## config.mk

```make
export PLATFORM = sky130hd
export DESIGN_NAME = pwm_capture
export DESIGN_NICKNAME = d
export VERILOG_FILES = /design/src/rtl/pwm_pkg.sv /design/src/rtl/pwm_capture_sync_edge.sv /design/src/rtl/pwm_capture.sv
export SDC_FILE = /design/constraint.sdc
export NUM_CORES = 1
export LEC_CHECK = 0
export ABC_AREA = 1
export BUFFER_PORTS_ARGS = -buffer_cell sky130_fd_sc_hd__buf_2
export CAP_MARGIN = 10
export CORE_UTILIZATION = 40
export DETAILED_ROUTE_END_ITERATION = 6
export MAX_ROUTING_LAYER = met4
export PLACE_DENSITY_LB_ADDON = 0.12
export SLEW_MARGIN = 15
export SYNTH_ARGS = -nofsm -noshare
export SYNTH_HDL_FRONTEND = slang
export SYNTH_SLANG_ARGS = --single-unit
```

## constraint.sdc

```tcl
create_clock -name clock -period 2 [get_ports clock]
set_input_delay 0.4 -clock clock [delete_from_list [all_inputs] [get_ports clock]]
set_output_delay 0.4 -clock clock [all_outputs]
set_load 0.005 [all_outputs]
```

## src/rtl/pwm_pkg.sv

```systemverilog
// Shared constants and types for the RC PWM capture and generator blocks.
package pwm_pkg;

    localparam int unsigned CLK_HZ    = 50_000_000;
    localparam int unsigned PWM_FRAME = 1_000_000;
    localparam int unsigned PULSE_MIN = 50_000;
    localparam int unsigned PULSE_MAX = 100_000;

    typedef enum logic [1:0] {
        ARM,
        WAIT_RISE,
        HIGH
    } capture_state_t;

    // True when a measured high time lies inside the accepted window (inclusive).
    function automatic logic in_range(input logic [31:0] cnt,
                                      input logic [31:0] lo,
                                      input logic [31:0] hi);
        return (cnt >= lo) && (cnt <= hi);
    endfunction

endpackage

```

## src/rtl/pwm_capture_sync_edge.sv

```systemverilog
// Multi-flop synchronizer for an asynchronous input plus registered
// rise/fall detection. Also used for the push-button input.
module sync_edge #(
    parameter int SYNC_STAGES = 2
) (
    input  logic clock,
    input  logic reset_n,
    input  logic din,
    output logic s,
    output logic rise,
    output logic fall
);

    // Fewer than two stages would not give metastability protection.
    localparam int STAGES = (SYNC_STAGES < 2) ? 2 : SYNC_STAGES;

    logic [STAGES-1:0] sync_q;
    logic              s_d;

    assign s = sync_q[STAGES-1];

    // Shift the raw input through the synchronizer chain.
    always_ff @(posedge clock or negedge reset_n) begin
        if (!reset_n) begin
            sync_q <= '0;
        end else begin
            sync_q <= {sync_q[STAGES-2:0], din};
        end
    end

    // Delay the synchronized level by one flop and register the edge strobes.
    always_ff @(posedge clock or negedge reset_n) begin
        if (!reset_n) begin
            s_d  <= 1'b0;
            rise <= 1'b0;
            fall <= 1'b0;
        end else begin
            s_d  <= s;
            rise <= s & ~s_d;
            fall <= ~s & s_d;
        end
    end

endmodule

```

## src/rtl/pwm_capture.sv

```systemverilog
// Receive side of the servo/ESC PWM link: measures pulse high time and
// frame period, flags out-of-range pulses and loss of signal.
module pwm_capture
    import pwm_pkg::*;
#(
    parameter int unsigned MIN_WIDTH   = PULSE_MIN,
    parameter int unsigned MAX_WIDTH   = PULSE_MAX,
    parameter int unsigned TIMEOUT     = 1_250_000,
    parameter int          SYNC_STAGES = 2
) (
    input  logic        clock,
    input  logic        reset_n,
    input  logic        pwm_in,
    output logic [31:0] width,
    output logic        width_valid,
    output logic [31:0] period,
    output logic        range_error,
    output logic        signal_lost
);

    localparam logic [31:0] MIN_W  = MIN_WIDTH;
    localparam logic [31:0] MAX_W  = MAX_WIDTH;
    localparam logic [31:0] TO_W   = TIMEOUT;
    // The synchronizer pipeline holds reset zeros for this many cycles, so
    // ARM must not trust s=0 until it has drained; otherwise a pulse that is
    // already high at reset release would look like a fresh rising edge.
    localparam logic [31:0] SETTLE = 32'(SYNC_STAGES + 1);

    logic           s;
    logic           rise;
    logic           fall;

    capture_state_t state;
    capture_state_t state_next;

    logic [31:0]    hi_cnt;
    logic [31:0]    per_cnt;
    logic [31:0]    edge_cnt;
    logic [31:0]    settle_cnt;
    logic           have_rise;

    logic           settled;
    logic           timeout;
    logic           start_pulse;
    logic           accept;
    logic           reject;
    logic           arm_exit;

    sync_edge #(
        .SYNC_STAGES(SYNC_STAGES)
    ) u_sync_edge (
        .clock  (clock),
        .reset_n(reset_n),
        .din    (pwm_in),
        .s      (s),
        .rise   (rise),
        .fall   (fall)
    );

    assign settled = (settle_cnt >= SETTLE);

    // Next-state and per-cycle event decode; timeout outranks any edge.
    always_comb begin
        state_next  = state;
        start_pulse = 1'b0;
        accept      = 1'b0;
        reject      = 1'b0;
        arm_exit    = 1'b0;
        timeout     = (state != ARM) && (edge_cnt >= TO_W);
        if (timeout) begin
            state_next = ARM;
        end else begin
            case (state)
                ARM: begin
                    if (settled && !s) begin
                        state_next = WAIT_RISE;
                        arm_exit   = 1'b1;
                    end
                end
                WAIT_RISE: begin
                    if (rise) begin
                        state_next  = HIGH;
                        start_pulse = 1'b1;
                    end
                end
                HIGH: begin
                    if (fall) begin
                        state_next = WAIT_RISE;
                        if (in_range(hi_cnt, MIN_W, MAX_W)) begin
                            accept = 1'b1;
                        end else begin
                            reject = 1'b1;
                        end
                    end
                end
                default: begin
                    state_next = ARM;
                end
            endcase
        end
    end

    // State register.
    always_ff @(posedge clock or negedge reset_n) begin
        if (!reset_n) begin
            state <= ARM;
        end else begin
            state <= state_next;
        end
    end

    // Counters that time the pulse, the frame and the gap since the last edge.
    always_ff @(posedge clock or negedge reset_n) begin
        if (!reset_n) begin
            hi_cnt     <= '0;
            per_cnt    <= '0;
            edge_cnt   <= '0;
            settle_cnt <= '0;
        end else begin
            if (!settled) begin
                settle_cnt <= settle_cnt + 32'd1;
            end

            if (start_pulse) begin
                hi_cnt <= 32'd1;
            end else if (state == HIGH) begin
                hi_cnt <= hi_cnt + 32'd1;
            end

            if (start_pulse) begin
                per_cnt <= 32'd1;
            end else if (have_rise && (state != ARM)) begin
                per_cnt <= per_cnt + 32'd1;
            end

            // Arming restarts the loss timer so a stale count from a long
            // held-high line cannot fire the instant ARM hands over.
            if (rise || fall || arm_exit) begin
                edge_cnt <= '0;
            end else if (edge_cnt < TO_W) begin
                edge_cnt <= edge_cnt + 32'd1;
            end
        end
    end

    // Reported results, strobes and the loss-of-signal level.
    always_ff @(posedge clock or negedge reset_n) begin
        if (!reset_n) begin
            width       <= '0;
            period      <= '0;
            width_valid <= 1'b0;
            range_error <= 1'b0;
            signal_lost <= 1'b1;
            have_rise   <= 1'b0;
        end else begin
            width_valid <= accept;
            range_error <= reject;

            if (accept) begin
                width       <= hi_cnt;
                signal_lost <= 1'b0;
            end

            if (start_pulse) begin
                if (have_rise) begin
                    period <= per_cnt;
                end
                have_rise <= 1'b1;
            end

            if (timeout) begin
                signal_lost <= 1'b1;
                have_rise   <= 1'b0;
            end
        end
    end

endmodule

```

# After elaboration in Yosys (flattened, before gate mapping)
# Index checks and enable logic that the tools add are counted.
[word_totals]
register_bits = 203
inputBits = 3
output_inout_bits = 67
wordCells = 78
[classes]
n_addsub = 4
order_cmp = 5
eq_ne = 5
n_mux = 29
bitwise = 4
n_reduce_logical = 16
[op_table]
columns = ["cell", "n"]
rows = [
  ["$mux W32", 6],
  ["$add A32 B1 Y32 const B", 4],
  ["$ge A32 B16 Y1 const B", 1],
  ["$ge A32 B2 Y1 const B", 1],
  ["$ge A32 B21 Y1 const B", 1],
  ["$le A32 B17 Y1 const B", 1],
  ["$lt A32 B21 Y1 const B", 1],
  ["$mux W1", 18],
  ["$reduce_bool A2 Y1", 6],
  ["$mux W2", 4],
  ["$ne A3 B2 Y1 const B", 2],
  ["$pmux W2 S3", 1],
  ["$logic_and A1 B1 Y1", 4],
  ["$ne A3 B3 Y1 const B", 1],
  ["$reduce_and A3 Y1", 1],
  ["$and A1 B1 Y1", 2],
  ["$eq A2 B1 Y1 const B", 1],
  ["$eq A2 B2 Y1 const B", 1],
  ["$logic_not A2 Y1", 1],
  ["$logic_or A1 B1 Y1", 2],
  ["$not A1 Y1", 2],
  ["$reduce_and A2 Y1", 1],
  ["$logic_not A1 Y1", 1],
]

# Depth between registers and ports, before layout
[depth]
word_depth = 8
ltp_mapped = 14
ltp_nobuf = 13

# Cells and area by module
# From an unflattened synthesis, not the netlist that was laid out.
[hier_totals]
cells_unflattened = 1259
area_unflattened_um2 = 10014.6
[modules_own_cells]
columns = ["mod", "n_inst", "cells_each", "area_per_inst_um2", "seq_area_each_um2"]
rows = [
  ["pwm_capture", 1, 1250, 9874.5, 4956.0],
  ["sync_edge", 1, 9, 140.1, 125.1],
]

# Worst setup path before layout
# OpenSTA, ideal clock, no wires.
[synth_path]
kind = "register to register"
startpoint = "reg settle_cnt[0]"
endpoint = "reg edge_cnt[14]"
setup_ps = 77
arrival_time_ps = 1527
required_ps = 1923
path_slack_ps = 396
path_stages_with_launch = 12
path_buffers = 1
synth_period_minus_slack_ps = 1604
path_cell_list = "dfrtp_1 > ha_1 > nor3_1 > nand3b_1 > nor2_2 > nor2_1 > nand2_1 > nand2_2 > inv_2 > buf_4 > o21ai_1 > a21oi_1"
[synth_between]
elab_chain_len = 7
word_cells_on_any_way = 8
classes_between = "1 x order compare; 4 x mux; 3 x reduce/logical"
[synth_rtl]
columns = ["item", "line_no", "rtl"]
rows = [
  ["start, declared", "pwm_capture.sv:39", "logic [31:0] settle_cnt;"],
  ["start signal, assigned", "pwm_capture.sv:121", "settle_cnt <= settle_cnt + 32'd1;"],
  ["$ge A32 B2 Y1 (*)", "pwm_capture.sv:60", "assign settled = (settle_cnt >= SETTLE);"],
  ["$logic_and A1 B1 Y1 (*)", "pwm_capture.sv:75", "if (settled && !s) begin"],
  ["$mux W1 (*)", "pwm_capture.sv:75", ""],
  ["$mux W1 (*)", "pwm_capture.sv:73", "case (state)"],
  ["$mux W1 (*)", "pwm_capture.sv:70", "if (timeout) begin"],
  ["$logic_or A1 B1 Y1 (*)", "pwm_capture.sv:138", "if (rise || fall || arm_exit) begin"],
  ["$mux W32 or $reduce_bool A2 Y1 (tied branches)", "n/a", ""],
  ["end signal, assigned", "pwm_capture.sv:141", "edge_cnt <= edge_cnt + 32'd1;"],
  ["end, declared", "pwm_capture.sv:38", "logic [31:0] edge_cnt;"],
]
# Every way passes the cells marked *; elsewhere a longest branch is shown, timed or not.
# A chain may end at the register's enable or synchronous reset.

# Worst setup path after layout
[layout_path]
startpoint = "reg edge_cnt[8]"
endpoint = "reg hi_cnt[31]"
[layout_between]
elab_chain_len = 4
word_cells_on_any_way = 5
classes_between = "1 x order compare; 2 x mux; 2 x reduce/logical"
[layout_rtl]
columns = ["item", "line_no", "rtl"]
rows = [
  ["$ge A32 B21 Y1 (*)", "pwm_capture.sv:69", "timeout = (state != ARM) && (edge_cnt >= TO_W);"],
  ["$logic_and A1 B1 Y1 (*)", "pwm_capture.sv:69", ""],
  ["$mux W1 (*)", "pwm_capture.sv:70", ""],
  ["$mux W32 or $reduce_bool A2 Y1 (tied branches)", "n/a", ""],
  ["end signal, assigned", "pwm_capture.sv:127", "hi_cnt <= hi_cnt + 32'd1;"],
  ["end, declared", "pwm_capture.sv:36", "logic [31:0] hi_cnt;"],
]
# Marks and branches as above.

==> metrics.txt <==
status=finished, final reports clean; Gate Count Post-Synth=1,212; Core Area=24,200 µm²; CTS tree=yes; Max FO, Critical Path=10; DR top layer=met4; nets=1,303; part of the power in registers=0.430; reg2reg start=edge_cnt[8]; VDD IR max=0.000608 V; Slew @ Worst Pin=487 ps; switching share of power=0.269; mux contribution to synthesized area=0.00114; vias in the first global route=7,639; Die Height=159 µm; Via density=4.79; H-tree lvl count=1; #FFs+latches synth=203; final hold violation count=0; worst flop-to-flop path endpoint=hi_cnt[31]; drt total wl=22,900 µm; Pint=7.52 mW; row cnt=57; syn_nets=1,221; area delta synth->final=18.1%; nature of the critical path startpoint=register; synthesized area per cell=8.15 µm²; Worst-path clk slew=60 ps; part of the cycle the worst path needs=0.906; initial antenna violation count=0; P_leak=5.95 nW; total track usage=0.190; Clock Power Share=0.442; largest cells by area after synthesis=dfrtp_1, nand2_1, inv_1, nor2_1, nand3_1; # setup viols final=0; fraction of layout cells with a size suffix above 1=0.170; Clock Latency Late Sink=510 ps; Slew Viols, Final=0; cell count along the critical path=13; CP max-delay cell=dfrtp_1; drt wl/cell=14.0 µm; main combinational cell family by area after synthesis=simple AND/OR/NAND/NOR gates; initial DRC count=544; grt ovf=0; Compound-Gate Fraction of Synth Area=0.0510; Setup crit end=hi_cnt[31]; CP startpoint=edge_cnt[8]; Synth top area share=0.511; largest net degree at the start of global routing=54; async set or reset register ratio after synthesis=1.00; HPWL Detailed=16,600 µm; Final Skew=9.74 ps; CP required=2430 ps; routed wl met2=10,300 µm; Slew headroom=0.672; Cell Area, Synth=9880 µm²; synth warn=0; most frequent cells in the layout=nand2_1, dfrtp_1, inv_1; R2R depth=13; CTS root buffer=clkbuf_16; antenna-violating nets left=0; post-route cell area=11,700 µm²; fmax=552 MHz; Yosys top cell by area=dfrtp_1; hold depth=0; most common cell after layout, fill and taps aside=nand2_1; Post-Synth XOR/XNOR Area=0.0177; number of top-level pins=70; register area share after synthesis=0.514; total CTS buffers=24; # diodes=0; HP Class=register to register; Logic pwr share=0.127; switching pwr=2.76 mW; DRC errors left=0; CP Data Arrival Time=2240 ps; CP Capture Type=register; Metal-1 WL=11,300 µm; met3 WL=946 µm; # port buffers=69; pwr dens=881 nW/µm²; initial core utilization=0.408; Yosys cell types=45; die width=159 µm; RSZ-0062 raised after global routing=false; max cap viols=0; Pre-antenna DRT Iters=7; Final TNS setup=0 ps; CP Class=register to register; Via Count=7,838; reg2reg setup slack=190 ps; Die Area=25,300 µm²; Post-Synth Adder-Cell Area=0.00760; first-pass GRT wire length=38,400 µm; number of flops mapped to enable cells by yosys=0; placer congestion estimate=0.889; critical path's largest stage delay=370 ps; clock buffer depth=3; CP cell instances=buf_4, inv_1, nand2_1, nor2_1, nand3_1, nand2_1, nand2_2, nand2_4, nand2_2, nand2_8, buf_4, nand4_1, o21ai_1; Buf+Inv Stages, Crit Path=3; placed inst area=10,700 µm²; critical path's top delay family=simple AND/OR/NAND/NOR gates; top_reg_cell synth=dfrtp_1; CTS Sinks=203; Synth Area in Simple Gates=0.316; post-layout min period=1810 ps
==> cells in the mapped netlist (all sizes together) (7+ instances only) <==
cell type and instances:
dfrtp 202, inv 163, o21ai 68, nor4 7, nor3 44, nand3 74, nand3b 10, xor2 15
nor2 147, nand2 312, nand4 54, clkbuf 34, buf 25, a21oi 20, nor3b 7
==> worst min path at each step <==
stage,from,slack [ps],end
floorplan,reset_n,100,edge_cnt[0]
global placement,u_sync_edge.sync_q[0],330,u_sync_edge.sync_q[1]
detailed placement,u_sync_edge.sync_q[0],350,u_sync_edge.sync_q[1]
CTS,u_sync_edge.sync_q[0],360,u_sync_edge.sync_q[1]
global route,u_sync_edge.sync_q[0],370,u_sync_edge.sync_q[1]
finish,u_sync_edge.sync_q[0],360,u_sync_edge.sync_q[1]
==> stage by stage <==
step           setup slack (ps)  cells  utilization  power (mW)  hold slack (ps)
2_1_floorplan               396   1212            -        5.28              104
3_3_place_gp                151   1583        0.442        5.77              335
3_5_place_dp                126   1583        0.442        5.77              350
4_1_cts                     113   1629        0.478        10.4              363
5_1_grt                    1.97   1636        0.481        10.8              370
6_report                    189   1636        0.481        10.3              361
==> area by class of cell <==
| class | count | area (µm²) |
|---|---|---|
| Fill cell | 2449 | 12600 |
| Multi-Input combinational cell | 786 | 3920 |
| Clock buffer | 36 | 747 |
| Timing Repair Buffer | 115 | 805 |
| Sequential cell | 203 | 5080 |
| Inverter | 164 | 619 |
| Tap cell | 324 | 405 |
| Clock inverter | 8 | 96.3 |
==> flip-flops by register name, indices dropped and copies added, names as in the netlist <==
signal	count
signal_lost	1
per_cnt	32
u_sync_edge.s_d	1
have_rise	1
width	32
width_valid	1
settle_cnt	32
u_sync_edge.rise	1
period	32
u_sync_edge.fall	1
edge_cnt	32
state	2
range_error	1
hi_cnt	32
u_sync_edge.sync_q	2
==> power groups by stage <==
stage	Clock, mW	Sequential (mW)	Combinational, mW
floorplan	0	4.46	0.822
global placement	0	4.49	1.28
detailed placement	0	4.50	1.28
CTS	4.69	4.42	1.29
global route	4.84	4.45	1.47
finish	4.55	4.42	1.31
==> worst register-to-register path, stage by stage, from the launching register on <==
cell and delay, ps:
dfrtp_1 370, buf_4 150, inv_1 60, nand2_1 60
nor2_1 110, nand3_1 90, nand2_1 90, nand2_2 80
nand2_4 120, nand2_2 130, nand2_8 140, buf_4 180
nand4_1 90, o21ai_1 90
==> layer usage <==
layer / up-vias / global-route usage
li1: 4014 / -
met1: 3658 / 0.266
met2: 139 / 0.292
met3: 27 / 0.0250
met4: 0 / 0.0437
met5: - / -
==> logic make-up (layout without fill, tap and decap cells) <==
logic type      after synthesis  after routing
mux                           1              1
xor+xnor                     20             20
compound gates               95             95
simple gates                664            664
flops                       203            203
buf+inv                     223            323
fa+ha+maj                     6              6
==> what timing repair did <==
item | CTS | global route
hold buffers | 2 | 0
resized for setup | 0 | 9
buffers inserted | 0 | 7
endpoints found under the hold margin | 47 | 0
endpoints found under the setup margin | 0 | 52
Power figures use the tool's default switching activity.
